===== src/rtl/sweep_pkg.sv =====
// rtl/sweep_pkg.sv - shared state encoding and default width for the sweep controller
package sweep_pkg;

    localparam int DEFAULT_WIDTH = 4;

    typedef enum logic [1:0] {
        IDLE = 2'd0,
        UP   = 2'd1,
        DOWN = 2'd2,
        DONE = 2'd3
    } sweep_state_t;

endpackage


===== src/rtl/sweep_counter.sv =====
// rtl/sweep_counter.sv - WIDTH-bit up/down counter with synchronous load and enable
// Ports: clk, reset (sync, active-high), load/load_val (load has priority),
//        en (step enable), up (1 = increment, 0 = decrement), count (current value).
module sweep_counter #(
    parameter int WIDTH = 4
) (
    input  logic             clk,
    input  logic             reset,
    input  logic             load,
    input  logic [WIDTH-1:0] load_val,
    input  logic             en,
    input  logic             up,
    output logic [WIDTH-1:0] count
);

    localparam logic [WIDTH-1:0] ONE = WIDTH'(1);

    always_ff @(posedge clk) begin
        if (reset) begin
            count <= '0;
        end else if (load) begin
            count <= load_val;
        end else if (en) begin
            count <= up ? count + ONE : count - ONE;
        end
    end

endmodule


===== src/rtl/sweep_ctrl.sv =====
// rtl/sweep_ctrl.sv - lo->hi->lo sweep sequencer with pass count, abort and start validation
// Ports: clk, reset (sync, active-high), start/abort requests, lo/hi/passes run limits,
//        count (counter value), dir (counting up), busy (sweeping), done/err (one-cycle pulses).
module sweep_ctrl
    import sweep_pkg::*;
#(
    parameter int WIDTH = DEFAULT_WIDTH
) (
    input  logic             clk,
    input  logic             reset,
    input  logic             start,
    input  logic             abort,
    input  logic [WIDTH-1:0] lo,
    input  logic [WIDTH-1:0] hi,
    input  logic [2:0]       passes,
    output logic [WIDTH-1:0] count,
    output logic             dir,
    output logic             busy,
    output logic             done,
    output logic             err
);

    sweep_state_t     state;
    sweep_state_t     state_next;
    logic [WIDTH-1:0] lo_q;
    logic [WIDTH-1:0] hi_q;
    logic [2:0]       passes_q;
    logic [2:0]       pass_cnt;
    logic             err_q;
    logic             accept;
    logic             reject;
    logic             cnt_load;
    logic             cnt_en;
    logic             cnt_up;
    logic             pass_inc;
    logic             last_pass;

    sweep_counter #(.WIDTH(WIDTH)) u_counter (
        .clk      (clk),
        .reset    (reset),
        .load     (cnt_load),
        .load_val (lo),
        .en       (cnt_en),
        .up       (cnt_up),
        .count    (count)
    );

    // passes_q holds the effective pass count (>= 1 while running), so the
    // pass finishing now is the last one when pass_cnt has reached passes_q-1.
    assign last_pass = (pass_cnt == passes_q - 3'd1);
    assign err       = err_q;

    always_ff @(posedge clk) begin
        if (reset) begin
            state <= IDLE;
        end else begin
            state <= state_next;
        end
    end

    // Turning points reuse the counter step: decrementing from hi gives hi-1,
    // incrementing from lo gives lo+1, so only the start needs a load.
    always_comb begin
        state_next = state;
        accept     = 1'b0;
        reject     = 1'b0;
        cnt_load   = 1'b0;
        cnt_en     = 1'b0;
        cnt_up     = 1'b1;
        pass_inc   = 1'b0;
        dir        = 1'b0;
        busy       = 1'b0;
        done       = 1'b0;
        case (state)
            IDLE: begin
                if (start) begin
                    if (lo < hi) begin
                        accept     = 1'b1;
                        cnt_load   = 1'b1;
                        state_next = UP;
                    end else begin
                        reject = 1'b1;
                    end
                end
            end
            UP: begin
                dir  = 1'b1;
                busy = 1'b1;
                if (abort) begin
                    state_next = IDLE;
                end else if (count == hi_q) begin
                    cnt_en     = 1'b1;
                    cnt_up     = 1'b0;
                    state_next = DOWN;
                end else begin
                    cnt_en = 1'b1;
                end
            end
            DOWN: begin
                busy = 1'b1;
                if (abort) begin
                    state_next = IDLE;
                end else if (count != lo_q) begin
                    cnt_en = 1'b1;
                    cnt_up = 1'b0;
                end else begin
                    pass_inc = 1'b1;
                    if (last_pass) begin
                        state_next = DONE;
                    end else begin
                        cnt_en     = 1'b1;
                        state_next = UP;
                    end
                end
            end
            DONE: begin
                done       = 1'b1;
                state_next = IDLE;
            end
            default: state_next = IDLE;
        endcase
    end

    always_ff @(posedge clk) begin
        if (reset) begin
            lo_q     <= '0;
            hi_q     <= '0;
            passes_q <= 3'd0;
            pass_cnt <= 3'd0;
            err_q    <= 1'b0;
        end else begin
            err_q <= reject;
            if (accept) begin
                lo_q     <= lo;
                hi_q     <= hi;
                passes_q <= (passes == 3'd0) ? 3'd1 : passes;
                pass_cnt <= 3'd0;
            end else if (pass_inc) begin
                pass_cnt <= pass_cnt + 3'd1;
            end
        end
    end

endmodule


===== config.mk =====
export PLATFORM = sky130hd
export DESIGN_NAME = sweep_ctrl
export DESIGN_NICKNAME = d
export VERILOG_FILES = /design/src/rtl/sweep_pkg.sv /design/src/rtl/sweep_counter.sv /design/src/rtl/sweep_ctrl.sv
export SDC_FILE = /design/constraint.sdc
export NUM_CORES = 1
export LEC_CHECK = 0
export ABC_AREA = 1
export BUFFER_PORTS_ARGS = -buffer_cell sky130_fd_sc_hd__buf_2
export CAP_MARGIN = 20
export CORE_ASPECT_RATIO = 1.75
export CORE_MARGIN = 10
export CORE_UTILIZATION = 49
export CTS_CLUSTER_DIAMETER = 120
export DETAILED_ROUTE_END_ITERATION = 8
export PLACE_DENSITY = 0.83
export SETUP_SLACK_MARGIN = 0.1
export SLEW_MARGIN = 20
export SYNTH_ARGS = -nofsm -noshare
export SYNTH_HDL_FRONTEND = slang
export SYNTH_SLANG_ARGS = --single-unit

===== constraint.sdc =====
create_clock -name clk -period 2.7 [get_ports clk]
set_input_delay 0.135 -clock clk [delete_from_list [all_inputs] [get_ports clk]]
set_output_delay 0.135 -clock clk [all_outputs]
set_load 0.01 [all_outputs]

==> results of run 1 <==
critical path, cell delays in order, from the launching register on:
cell and delay, ps:
sky130_fd_sc_hd__dfxtp_1 390, sky130_fd_sc_hd__inv_1 120, sky130_fd_sc_hd__ha_4 320, sky130_fd_sc_hd__inv_1 50, sky130_fd_sc_hd__nor2_1 150, sky130_fd_sc_hd__nand3_2 130, sky130_fd_sc_hd__inv_1 100, sky130_fd_sc_hd__ha_1 270
sky130_fd_sc_hd__a21oi_2 170, sky130_fd_sc_hd__nand2_1 60, sky130_fd_sc_hd__nand2_1 60, sky130_fd_sc_hd__nand2_1 60, sky130_fd_sc_hd__inv_1 60, sky130_fd_sc_hd__nand4_1 90, sky130_fd_sc_hd__nand3_1 100, sky130_fd_sc_hd__nand3_2 70
sky130_fd_sc_hd__nand2_1 70, sky130_fd_sc_hd__inv_1 30
registers in the layout (all words and copies together) (netlist names):
register,count
passes_q,3
hi_q,4
err,1
u_counter.count,4
state,2
lo_q,4
pass_cnt,3
worst max path at each step:
stage          depth (start not counted)                              end                  start  slack [ps]
6_report                              17  u_counter.count[3]$_SDFFE_PP0P_  state[0]$_SDFFE_PP0P_         300
3_3_place_gp                          17  u_counter.count[3]$_SDFFE_PP0P_  state[0]$_SDFFE_PP0P_         390
4_1_cts                               17  u_counter.count[3]$_SDFFE_PP0P_  state[0]$_SDFFE_PP0P_         230
5_1_grt                               17  u_counter.count[3]$_SDFFE_PP0P_  state[0]$_SDFFE_PP0P_         140
3_5_place_dp                          17  u_counter.count[3]$_SDFFE_PP0P_  state[0]$_SDFFE_PP0P_         300
2_1_floorplan                         17  u_counter.count[3]$_SDFFE_PP0P_  state[0]$_SDFFE_PP0P_         460
power by group through the flow:
| stage | Combinational, mW | Sequential [mW] | Clock (mW) |
|---|---|---|---|
| floorplan | 0.596 | 0.449 | 0 |
| global placement | 0.758 | 0.450 | 0 |
| detailed placement | 0.780 | 0.452 | 0 |
| CTS | 0.791 | 0.445 | 0.207 |
| global route | 0.928 | 0.455 | 0.220 |
| finish | 0.818 | 0.446 | 0.208 |
cells by family (layout without fill, tap and decap cells):
| group | Yosys count | after routing |
|---|---|---|
| AOI/OAI and AO/OA | 33 | 33 |
| xor gates and xnor gates | 2 | 2 |
| adders and majority gates | 13 | 13 |
| buffers and inverters | 41 | 64 |
| DFF | 21 | 21 |
| and+or+nand+nor | 102 | 102 |
synthesized netlist by cell type (3+ instances only):
cell                      count
sky130_fd_sc_hd__nand2_1     62
sky130_fd_sc_hd__ha_1        12
sky130_fd_sc_hd__nand2_2      4
sky130_fd_sc_hd__nand3_2      3
sky130_fd_sc_hd__nand3_1     13
sky130_fd_sc_hd__inv_1       33
sky130_fd_sc_hd__o21ai_0     11
sky130_fd_sc_hd__nor2_1      12
sky130_fd_sc_hd__o22ai_1      3
sky130_fd_sc_hd__dfxtp_1     21
sky130_fd_sc_hd__inv_2        5
sky130_fd_sc_hd__a21oi_1     13
per-layer routing:
metal  vias up  track usage [%]  routed length, um
met5         -                0                  0
met4         0             5.70                 68
met3         5             1.81                115
met2        26             22.1               1810
met1       630             11.4               1220
li1        716                -                  -
placed cells by master (no fill, tap or decap):
cell type	count
sky130_fd_sc_hd__a21boi_0	1
sky130_fd_sc_hd__a21boi_2	1
sky130_fd_sc_hd__a21oi_1	12
sky130_fd_sc_hd__a21oi_2	3
sky130_fd_sc_hd__buf_2	22
sky130_fd_sc_hd__clkbuf_8	3
sky130_fd_sc_hd__clkinv_2	1
sky130_fd_sc_hd__dfxtp_1	21
sky130_fd_sc_hd__fa_1	1
sky130_fd_sc_hd__ha_1	11
sky130_fd_sc_hd__ha_4	1
sky130_fd_sc_hd__inv_1	33
sky130_fd_sc_hd__inv_2	5
sky130_fd_sc_hd__nand2_1	62
sky130_fd_sc_hd__nand2_2	4
sky130_fd_sc_hd__nand2_4	1
sky130_fd_sc_hd__nand3_1	13
sky130_fd_sc_hd__nand3_2	3
sky130_fd_sc_hd__nand3_4	1
sky130_fd_sc_hd__nand4_1	1
sky130_fd_sc_hd__nor2_1	12
sky130_fd_sc_hd__nor2_2	2
sky130_fd_sc_hd__nor3_1	1
sky130_fd_sc_hd__nor3_2	1
sky130_fd_sc_hd__o21ai_0	11
sky130_fd_sc_hd__o21ai_1	2
sky130_fd_sc_hd__o22ai_1	3
sky130_fd_sc_hd__or2_2	1
sky130_fd_sc_hd__xnor2_1	2
through the flow:
stage | util [%] | setup WS [ps]
after floorplan | - | 455
after global placement | 56.2 | 393
after detailed placement | 56.2 | 300
after CTS | 57.9 | 231
after global routing | 58.5 | 143
final | 58.5 | 302
repair_timing:
action | in CTS | in global routing
gates resized for setup | 0 | 3
endpoints found under the hold margin | 0 | 0
endpoints found under the setup margin | 0 | 1
layout make-up:
cell class              instances  share of cell area [%]
multi-input cells             150                    53.2
flip-flops and latches         21                    26.1
inverters                      38                    8.86
repair buffers                 22                    6.84
clock buffers                   3                    2.57
well taps                      27                    2.10
clock inverters                 1                   0.311
==> run summary, run 1 <==
The flow ran to the end, and the final reports show no timing, DRC or antenna violations. The final route contains 1377 vias. The total power after layout is 1.47 mW. The number of setup buffers added after CTS is 0. The biggest area contributor in the post-synthesis netlist is sky130_fd_sc_hd__dfxtp_1. The number of buffers created by CTS came out at 3. The simple-gate share of the synthesized area is 32.8%. The wire length per cell is 12.3 um. The adder-cell share of the synthesized area came out at 12.0%. The warning count from the yosys run is 0. The maximum achievable frequency is 417 MHz. The combinational family with the most area after synthesis is simple AND/OR/NAND/NOR gates. The worst pin sits at a relative slew slack of 71.6%. The H-tree level count came out at 1.

The number of clock sinks seen by CTS is 21. The switching power is 0.674 mW. The count of buffers added on input and output ports is 22. The maximum resistive drop on vdd is 0.000543 V. Final hold analysis gives a worst-case slack of 109 ps. At the pin with the least slew margin, the transition time is 426 ps. The first detailed-routing pass ran for 4 iterations. The hold violation total from the final report is 0. The fraction of final layout cells sized beyond drive strength 1 came out at 20.9%. The detailed-route DRC error count came out at 0.

The internal power of the cells totals 0.798 mW. The startpoint class of the critical path is a flop. Routability-driven placement finished with a final weighted congestion of 0.918. The clock period could shrink to 2400 ps. The wire length reported by the detailed router is 3220 um. The async set or reset register ratio after synthesis is 0%. Setup repair after global routing left no endpoint under its margin. The worst hold path belongs to the class in2reg. The number of storage elements in the synthesis netlist is 21. The final clock skew came out at 3.25 ps. The source of the worst register-to-register timing path is state[0]$_SDFFE_PP0P_. Among all flip-flop cells after synthesis, the most frequent one is sky130_fd_sc_hd__dfxtp_1. The launch instance of the worst min-delay path is reset.

The required time at the endpoint of the critical path came out at 2870 ps. The number of buffers on the longest clock path came out at 2. The worst register-to-register path ends at u_counter.count[3]$_SDFFE_PP0P_. The overall die width came out at 60.7 um. The areal power density over the cells came out at 915 nW/um^2. The share of synthesized area in the top cell type comes to 29.6%. The analysis attributes to cell leakage a power of 0.846 nW. The gate count of the mapped netlist is 212. The number of DRC violations after detailed-routing iteration 0 is 28. The combinational fraction of design power came out at 55.6%.

Using the TritonRoute via totals, the vias-per-cell ratio works out to 5.26. The clock insertion delay at the later pin of the skew report came out at 260 ps. Of the total synthesized cell area, the portion taken by XOR and XNOR cells is 1.23%. The clock-pin slew on the worst setup and hold paths is 80 ps. Yosys mapped a number of flops with a built-in enable equal to 0. The mapped netlist covers 1420 um^2. The final instance count without filler cells came out at 262.

Max-cap violations in this run came to 0. In the final layout, the multi-input gates occupy 856 um^2. The clock power share is 14.1%.

The sequential cell area fraction in the yosys report is 29.6%. The floorplan die area came out at 5540 um^2. The switching fraction of total power came out at 45.8%. The repair_antennas step left the layout with diodes totalling 0. The number of cell instances on the worst register-to-register path came out at 17. The total track usage is 11.8%. The critical path is of the reg2reg type. The highest net fanout along the worst path came out at 5. Setup violations remaining at the end of the flow were counted as 0. Summing the areas of all compound-gate instances in the mapped netlist gives 13.0% of the synthesized area. The total count of max-transition violations in the final report came out at 0.

At the worst endpoint, the arrival time is 2570 ps. The share of the clock period used by the worst path is 88.8%. The placed instance area is 1550 um^2.

In this run the clock root is driven by a sky130_fd_sc_hd__clkbuf_8. The mux share of post-synthesis cell area came out at 0%. STA classifies the critical path endpoint as a flop. In this run the remaining antenna-violating nets after routing total 0. The total of fill cells in the finished design came out at 282. The cell total after placement is 258. The number of global-route vias before repair is 1322. For this run the aggregate overflow at the end of global routing stands at 0. For hold timing, the worst endpoint is u_counter.count[2]$_SDFFE_PP0P_. The final sum of negative setup slack is 0 ps. The floorplan core area came out at 2750 um^2. The global-route wire length before repair came out at 5290 um.

The cell area after layout is 1610 um^2. The initial antenna violation count is 0. Yosys attributes the largest share of cell area to sky130_fd_sc_hd__dfxtp_1 30%, sky130_fd_sc_hd__nand2_1 16%, sky130_fd_sc_hd__ha_1 11%, sky130_fd_sc_hd__inv_1 8.7%, sky130_fd_sc_hd__a21oi_1 4.6%. The share of total power dissipated in sequential elements is 30.3%. The synthesized area divided by synthesized cell count is 6.71 um^2. Entering global routing, the biggest net connects 22 pins. The height of the chip came out at 91.3 um. The area growth from synthesis to layout is 13.1%.

The initial utilization of the core area, before any placement, comes to 51.7%. The net count reported at finish came out at 264. The reg2reg setup slack is 300 ps. The hold path depth is 2. The half-perimeter wire length of the detailed placement result is 2640 um. The number of library cell types mapped by synthesis is 28. The register area came out at 420 um^2. Synthesis produced a netlist with a net count of 240. The number of cell rows is 25.

The number of top-level pins came out at 23. The clock tree from TritonCTS is yes. The quantity of hold-fixing buffers added after cts is 0.
(Power assumes the default switching activity.)
==> run 2: changes to the inputs <==
==> constraint.sdc (replaced) <==
create_clock -name clk -period 2.7 [get_ports clk]
set_input_delay 0.54 -clock clk [delete_from_list [all_inputs] [get_ports clk]]
set_output_delay 0.54 -clock clk [all_outputs]
set_load 0.01 [all_outputs]
==> run 2 against run 1 <==
  * Hold slack better by 350 ps
  * Clock-buffer cell count stayed put
  * Sequential share of layout area is 0.057 points higher
  * Largest power group unchanged
  * Total power hardly changed
  * Cell area hardly changed
  * Via count is 0.36% lower
  * First-iteration DRC count is 11% lower
  * Worst setup slack better by 54 ps
==> run summary, run 2 (synthesis gave the netlist of run 1 again) <==
The worst endpoint data arrival time came out at 2520 ps. The register share of total power came out at 30.5%. The maximum resistive drop on vdd is 0.000406 V. The quantity of hold-fixing buffers added after cts is 0. The type of destination of the critical path is a flop. The initial antenna violation count is 0.

The number of global-route vias before repair is 1327. The wire length per cell came out at 12.3 um. The total of max-cap violations is 0.

The clock tree from TritonCTS is yes. The cell total after placement came out at 258. Entering global routing, the biggest net connects 22 pins. The static leakage power is 0.847 nW. The placed instance area came out at 1550 um^2. The count of buffer and inverter cells on the critical path came out at 5. The share of the clock period used by the worst path came out at 86.8%.

The first TritonRoute pass finished after 4 iterations. Once the floorplan was initialized, standard cells occupied 51.7% of the core. The first global-routing pass estimated 5290 um of wire.

Along the worst path, the maximum fanout reaches 5. The antenna violation net count after detailed routing came out at 0. For this block, the routed nets add up to 3220 um of wire.

The fraction of final layout cells sized beyond drive strength 1 came out at 21.3%. The final clock skew is 8.16 ps. The hold violation total from the final report came out at 0. During placement, the flow inserted port buffers numbering 22. The weighted congestion reported at the end of routability-driven placement is 0.861. The total overflow reported by the global router came out at 0. The number of clock sinks seen by CTS came out at 21. The half-perimeter wire length of the detailed placement result is 2610 um. The largest registers in the layout are hi_q (4), lo_q (4), u_counter.count (4). The clock tree root buffer cell is sky130_fd_sc_hd__clkbuf_8. In this design, the largest share of critical-path delay is due to simple AND/OR/NAND/NOR gates. Combinational cells account for 55.1% of the total power. The routed design could run at a clock period as short as 2340 ps. The via total after detailed routing is 1372.

The number of top-level pins came out at 23. The worst setup path is launched from a flop. Data on the critical path is required at its endpoint by 2880 ps. Traced cell by cell, the critical path runs through inv_1 > ha_4 > inv_1 > nor2_1 > nand3_2 > inv_1 > ha_1 > a21oi_2 > nand2_1 > nand2_1 > nand2_1 > inv_1 > nand4_1 > nand3_1 > nand3_2 > nand2_1 > inv_1.

The library cell used most frequently in the layout, excluding fill and tap cells, is sky130_fd_sc_hd__nand2_1. The total inserted antenna cells came out at 0. The top cell types in the final layout, fill and taps aside, are 62 x sky130_fd_sc_hd__nand2_1, 33 x sky130_fd_sc_hd__inv_1, 22 x sky130_fd_sc_hd__buf_2, 20 x sky130_fd_sc_hd__dfxtp_1, 13 x sky130_fd_sc_hd__nand3_1. The areal power density over the cells is 915 nW/um^2. The floorplan core area is 2750 um^2. Among the stages of the critical path, the cell type that occurs most often is sky130_fd_sc_hd__inv_1. For the pin with the worst max-slew slack, the measured transition is 426 ps. The clock-pin slew on the worst setup and hold paths is 80 ps.

The internal power of the cells totals 0.800 mW. The number of cell rows came out at 25. The total power after layout came out at 1.47 mW. Setup repair after global routing left no endpoint under its margin.

At the placement stage, the worst setup path has a slack of 254 ps. The switching fraction of total power is 45.7%. The clock power share came out at 14.4%. After the first detailed-routing iteration, the DRC count stood at 25.

In the global route stage, overall resource usage came out at 11.9%. The worst slew margin relative to its limit is 71.6%. The total count of max-transition violations in the final report is 0. The reg2reg setup slack is 360 ps. The number of buffers created by CTS is 3.

The height of the chip is 91.3 um. Counting the fill cells in the layout gives 277. The die is 60.7 um wide. The cell area after layout came out at 1610 um^2. The net count reported at finish is 264. The area growth from synthesis to layout is 13.2%. The final sum of negative setup slack is 0 ps. The final instance count without filler cells came out at 262.

The setup-violating endpoint count in the final report came out at 0. Derived from the worst setup path, the maximum achievable clock frequency is 427 MHz. The critical path is of the reg2reg type. The number of buffers on the longest clock path is 2. The via density per instance is 5.24. The floorplan step defined a die boundary enclosing 5540 um^2.

The worst setup slack after layout came out at 356 ps. The run finished with clean final reports. The switching power came out at 0.672 mW.

The clock insertion delay at the later pin of the skew report is 270 ps. The worst hold path belongs to the class reg2reg. The largest stage delay on the critical path came out at 380 ps. The H-tree level count came out at 1. The slowest stage of the critical path belongs to the cell sky130_fd_sc_hd__dfxtp_1. The detailed-route DRC error count came out at 0.
-- run 2: cell counts in the layout (fill, tap and decap cells not counted) --
No cell type changed its count.
-- run 2: per-layer routing --
metal	vias up	global-route usage [%]	share of wire [%]
met5	-	0	0
met2	23	22.4	55
met1	627	11.2	39
li1	717	-	-
met4	0	6.62	2.5
met3	5	1.67	3.0
-- run 2: path summary, 6_finish.rpt --
path / start / end / cells past startpoint
worst min register to register: passes_q[1]$_SDFFE_PP0P_ / passes_q[1]$_SDFFE_PP0P_ / 2
worst max-delay path: state[0]$_SDFFE_PP0P_ / u_counter.count[3]$_SDFFE_PP0P_ / 17
worst max register to register: state[0]$_SDFFE_PP0P_ / u_counter.count[3]$_SDFFE_PP0P_ / 17
worst min-delay path: passes_q[1]$_SDFFE_PP0P_ / passes_q[1]$_SDFFE_PP0P_ / 2
-- run 2: area by class of cell --
class,instances,area (um^2),share of cell area (%)
clock buffer,3,41.3,2.56
tap,27,33.8,2.10
timing repair buffer,22,110,6.84
clock inverter,1,5.00,0.311
sequential,21,422,26.2
multi-input combinational,150,856,53.1
inverter,38,143,8.86
-- run 2: stage by stage --
| step | util (%) | hold WS [ps] |
|---|---|---|
| final | 58.5 | 462 |
| after global placement | 56.2 | 447 |
| after global routing | 58.5 | 504 |
| after detailed placement | 56.2 | 455 |
| after CTS | 57.9 | 466 |
| after floorplan | - | 433 |
-- run 2: power by group through the flow --
stage	Clock [mW]	Sequential, mW	Combinational (mW)
after floorplan	0	0.449	0.596
after global placement	0	0.452	0.759
after global routing	0.222	0.463	0.913
after detailed placement	0	0.454	0.774
after CTS	0.215	0.447	0.784
final	0.212	0.449	0.812
-- run 2: worst reg2reg max path, stage by stage, from the launching register on --
cell                      delay [ps]
sky130_fd_sc_hd__dfxtp_1         380
sky130_fd_sc_hd__inv_1           120
sky130_fd_sc_hd__ha_4            320
sky130_fd_sc_hd__inv_1            40
sky130_fd_sc_hd__nor2_1          150
sky130_fd_sc_hd__nand3_2         130
sky130_fd_sc_hd__inv_1           100
sky130_fd_sc_hd__ha_1            270
sky130_fd_sc_hd__a21oi_2         170
sky130_fd_sc_hd__nand2_1          70
sky130_fd_sc_hd__nand2_1          50
sky130_fd_sc_hd__nand2_1          60
sky130_fd_sc_hd__inv_1            50
sky130_fd_sc_hd__nand4_1          80
sky130_fd_sc_hd__nand3_1         100
sky130_fd_sc_hd__nand3_2          70
sky130_fd_sc_hd__nand2_1          70
sky130_fd_sc_hd__inv_1            30
-- run 2: repair_timing --
action,4_1_cts,5_1_grt
setup endpoints to repair,0,1
buffers inserted,0,0
gates resized for setup,0,4
==> run 3: changes to the inputs <==
--- a/config.mk
+++ b/config.mk
@@ -6,14 +6,14 @@
 export NUM_CORES = 1
 export LEC_CHECK = 0
 export ABC_AREA = 1
-export BUFFER_PORTS_ARGS = -buffer_cell sky130_fd_sc_hd__buf_2
 export CAP_MARGIN = 20
 export CORE_ASPECT_RATIO = 1.75
 export CORE_MARGIN = 10
 export CORE_UTILIZATION = 49
 export CTS_CLUSTER_DIAMETER = 120
 export DETAILED_ROUTE_END_ITERATION = 8
-export PLACE_DENSITY = 0.83
+export DONT_BUFFER_PORTS = 1
+export PLACE_DENSITY = 0.76
 export SETUP_SLACK_MARGIN = 0.1
 export SLEW_MARGIN = 20
 export SYNTH_ARGS = -nofsm -noshare
==> run 3 against run 2 <==
  * Register-to-register slack hardly changed
  * Flip-flop and latch count is the same
  * Sequential share of layout area rose by 2.2 points
  * First-iteration DRC count up 72%
  * Critical endpoint unchanged
==> run summary, run 3 (synthesis gave the netlist of run 1 again) <==
The first global-routing pass estimated 5170 um of wire. The root buffer cell chosen for the clock tree is sky130_fd_sc_hd__clkbuf_8. The cell that appears most often on the critical path is sky130_fd_sc_hd__inv_1. The family with the most delay on the worst path is simple AND/OR/NAND/NOR gates. The number of optimization iterations in the first detailed-route pass is 4. The via density per instance came out at 5.30.

The floorplan step set the die height to 91.3 um. The tightest hold path in the finished design has a slack of 308 ps. After detailed routing, no signal wire sits above met4. The largest stage delay on the critical path came out at 390 ps. The initial antenna violation count came to 0. The wire length on met2 came out at 1860 um.

The initial core utilization came out at 51.7%. STA classifies the critical path startpoint as a flop. The overall die width came out at 60.7 um.

The half-perimeter wire length of the detailed placement result came out at 2680 um. The number of setup buffers added after CTS is 0. The clock insertion delay at the later pin of the skew report is 270 ps. The clock power share is 15.3%. The worst setup path is captured at a flop. The areal power density over the cells came out at 946 nW/um^2. The maximum resistive drop on vdd is 0.000585 V.

The minimum period implied by the final worst setup slack is 2340 ps. The library cells used most frequently in the layout, excluding fill and tap cells, are 62 x sky130_fd_sc_hd__nand2_1, 33 x sky130_fd_sc_hd__inv_1, 17 x sky130_fd_sc_hd__dfxtp_1, 13 x sky130_fd_sc_hd__nand3_1, 13 x sky130_fd_sc_hd__a21oi_1. The worst setup slack after layout came out at 355 ps. Setup repair after global routing left no endpoint under its margin. The endpoint of the most critical register-to-register path is u_counter.count[3]$_SDFFE_PP0P_. The internal power consumption came out at 0.761 mW. Of the available clock period, the critical path in the final layout requires 86.8%. The die covers 5540 um^2. Routability-driven placement finished with a final weighted congestion of 0.902. The maximum achievable frequency came out at 426 MHz. The via total after detailed routing is 1282. The H-tree level count came out at 1.

The number of clock sinks seen by CTS came out at 21. The net count reported at finish is 244. The wire length reported by the detailed router is 3270 um. After detailed placement, the design holds a cell count of 238. The post-place setup slack came out at 328 ps. In the final timing run, aggregate negative setup slack is 0 ps. The switching power came out at 0.664 mW. The antenna violation net count after detailed routing is 0. The clock tree from TritonCTS is yes.

The total count of max-transition violations in the final report came out at 0. The setup-violating endpoint count in the final report came out at 0. The total track usage is 11.7%. The worst hold path belongs to the class in2reg. The number of cell rows is 25.

The critical path goes through inv_1 > ha_1 > inv_1 > nor2_1 > nand3_2 > inv_1 > ha_1 > a21oi_1 > nand2_1 > nand2_1 > nand2_1 > inv_1 > nand4_1 > nand3_1 > nand3_2 > nand2_1 > inv_1. The switching fraction of total power is 46.6%. The combinational fraction of design power came out at 51.8%.

During I/O placement, the number of pins put on the boundary was 23. The area growth from synthesis to layout is 5.80%. Together, buffers and inverters on the worst path number 5. For the pin with the worst max-slew slack, the measured transition is 403 ps.

Tracing the worst setup path back leads to its startpoint at state[0]$_SDFFE_PP0P_. The total inserted antenna cells is 0. The total overflow reported by the global router came out at 0.

In this run the critical register-to-register path is launched from state[0]$_SDFFE_PP0P_. The detailed-route DRC error count is 0. The register share of total power came out at 32.9%. The hold violation total from the final report is 0. Counting along the longest clock path gives a buffer depth of 2. The maximum number of pins on one net before global-route repair is 16. The number of buffers created by CTS is 3. The wire length per cell came out at 13.5 um. Cells with a size suffix above 1 make up 14.4% of the layout. In this run the worst setup path terminates at u_counter.count[3]$_SDFFE_PP0P_. The reg2reg setup slack is 360 ps.

The finished cells cover 1510 um^2. The placed instance area came out at 1450 um^2. The number of global-route vias before repair is 1218.

The wire length the detailed router placed on met1 came out at 1180 um. The commonest non-fill, non-tap cell in the layout is sky130_fd_sc_hd__nand2_1. The flow ran to the end, and the final reports show no timing, DRC or antenna violations. The worst slew margin relative to its limit is 73.1%.

The total power after layout is 1.42 mW. Clock-pin slew was measured on the worst setup and hold paths at 90 ps. Input and output buffers added on the ports amount to 0. The total of max-cap violations is 0. The worst endpoint data arrival time is 2530 ps. Once layout is complete, the utilization of the core stands at 54.7%. The required time at the endpoint of the critical path is 2880 ps.

The number of cell instances on the worst register-to-register path came out at 17. The static leakage power is 0.760 nW. The wire length on met3 came out at 153 um. For the final database, setup skew stands at 7.13 ps. Along the worst hold path, the cell count comes to 1. The largest individual stage delay along the critical path comes from the cell sky130_fd_sc_hd__dfxtp_1. In the final layout, the registers with the most flip-flops are hi_q (4), lo_q (4), u_counter.count (4).

Of all nets on the critical path, the largest fanout is 4. The number of DRC violations after detailed-routing iteration 0 came out at 43. The final instance count without filler cells came out at 242. The critical path runs through a total of 17 cells.

The total area inside the core boundary comes to 2750 um^2. The critical path is of the reg2reg type.
## run 3: cell types whose count changed in the layout (fill, tap and decap cells not counted), moves of 2 or more
cell / delta
sky130_fd_sc_hd__buf_2: -22
sky130_fd_sc_hd__dfxtp_1: -3
sky130_fd_sc_hd__dfxtp_2: +2
sky130_fd_sc_hd__buf_4: +2
## run 3: worst min path at each step
stage / startpoint / endpoint
after floorplan: passes_q[1]$_SDFFE_PP0P_ / passes_q[1]$_SDFFE_PP0P_
after global placement: hi_q[1]$_SDFFE_PP0P_ / hi_q[1]$_SDFFE_PP0P_
after detailed placement: hi_q[1]$_SDFFE_PP0P_ / hi_q[1]$_SDFFE_PP0P_
after CTS: reset / u_counter.count[2]$_SDFFE_PP0P_
after global routing: reset / u_counter.count[2]$_SDFFE_PP0P_
final: reset / u_counter.count[2]$_SDFFE_PP0P_
## run 3: cell type report
type                    instances  area [um^2]
clock inverters                 1         5.00
fillers                       294         1250
clock buffers                   3         41.3
inverters                      38          143
well taps                      27         33.8
flip-flops and latches         21          428
repair buffers                  2         15.0
multi-input cells             150          840
## run 3: timing repair
item	in CTS	in global routing
setup endpoints to repair	0	1
hold buffers	0	0
resized for setup	0	5
hold endpoints to repair	0	0
## run 3: routing by layer
metal,up-vias,global-route usage [%]
met4,0,6.07
met3,5,2.23
met2,17,21.8
met1,590,11.1
met5,-,0
li1,670,-
## run 3: power by group through the flow
stage                     registers (mW)  clock network (mW)  logic (mW)
after floorplan                    0.449                   0       0.596
after global placement             0.470                   0       0.720
after detailed placement           0.472                   0       0.733
after CTS                          0.465               0.218       0.740
after global routing               0.480               0.228       0.834
final                              0.469               0.218       0.737
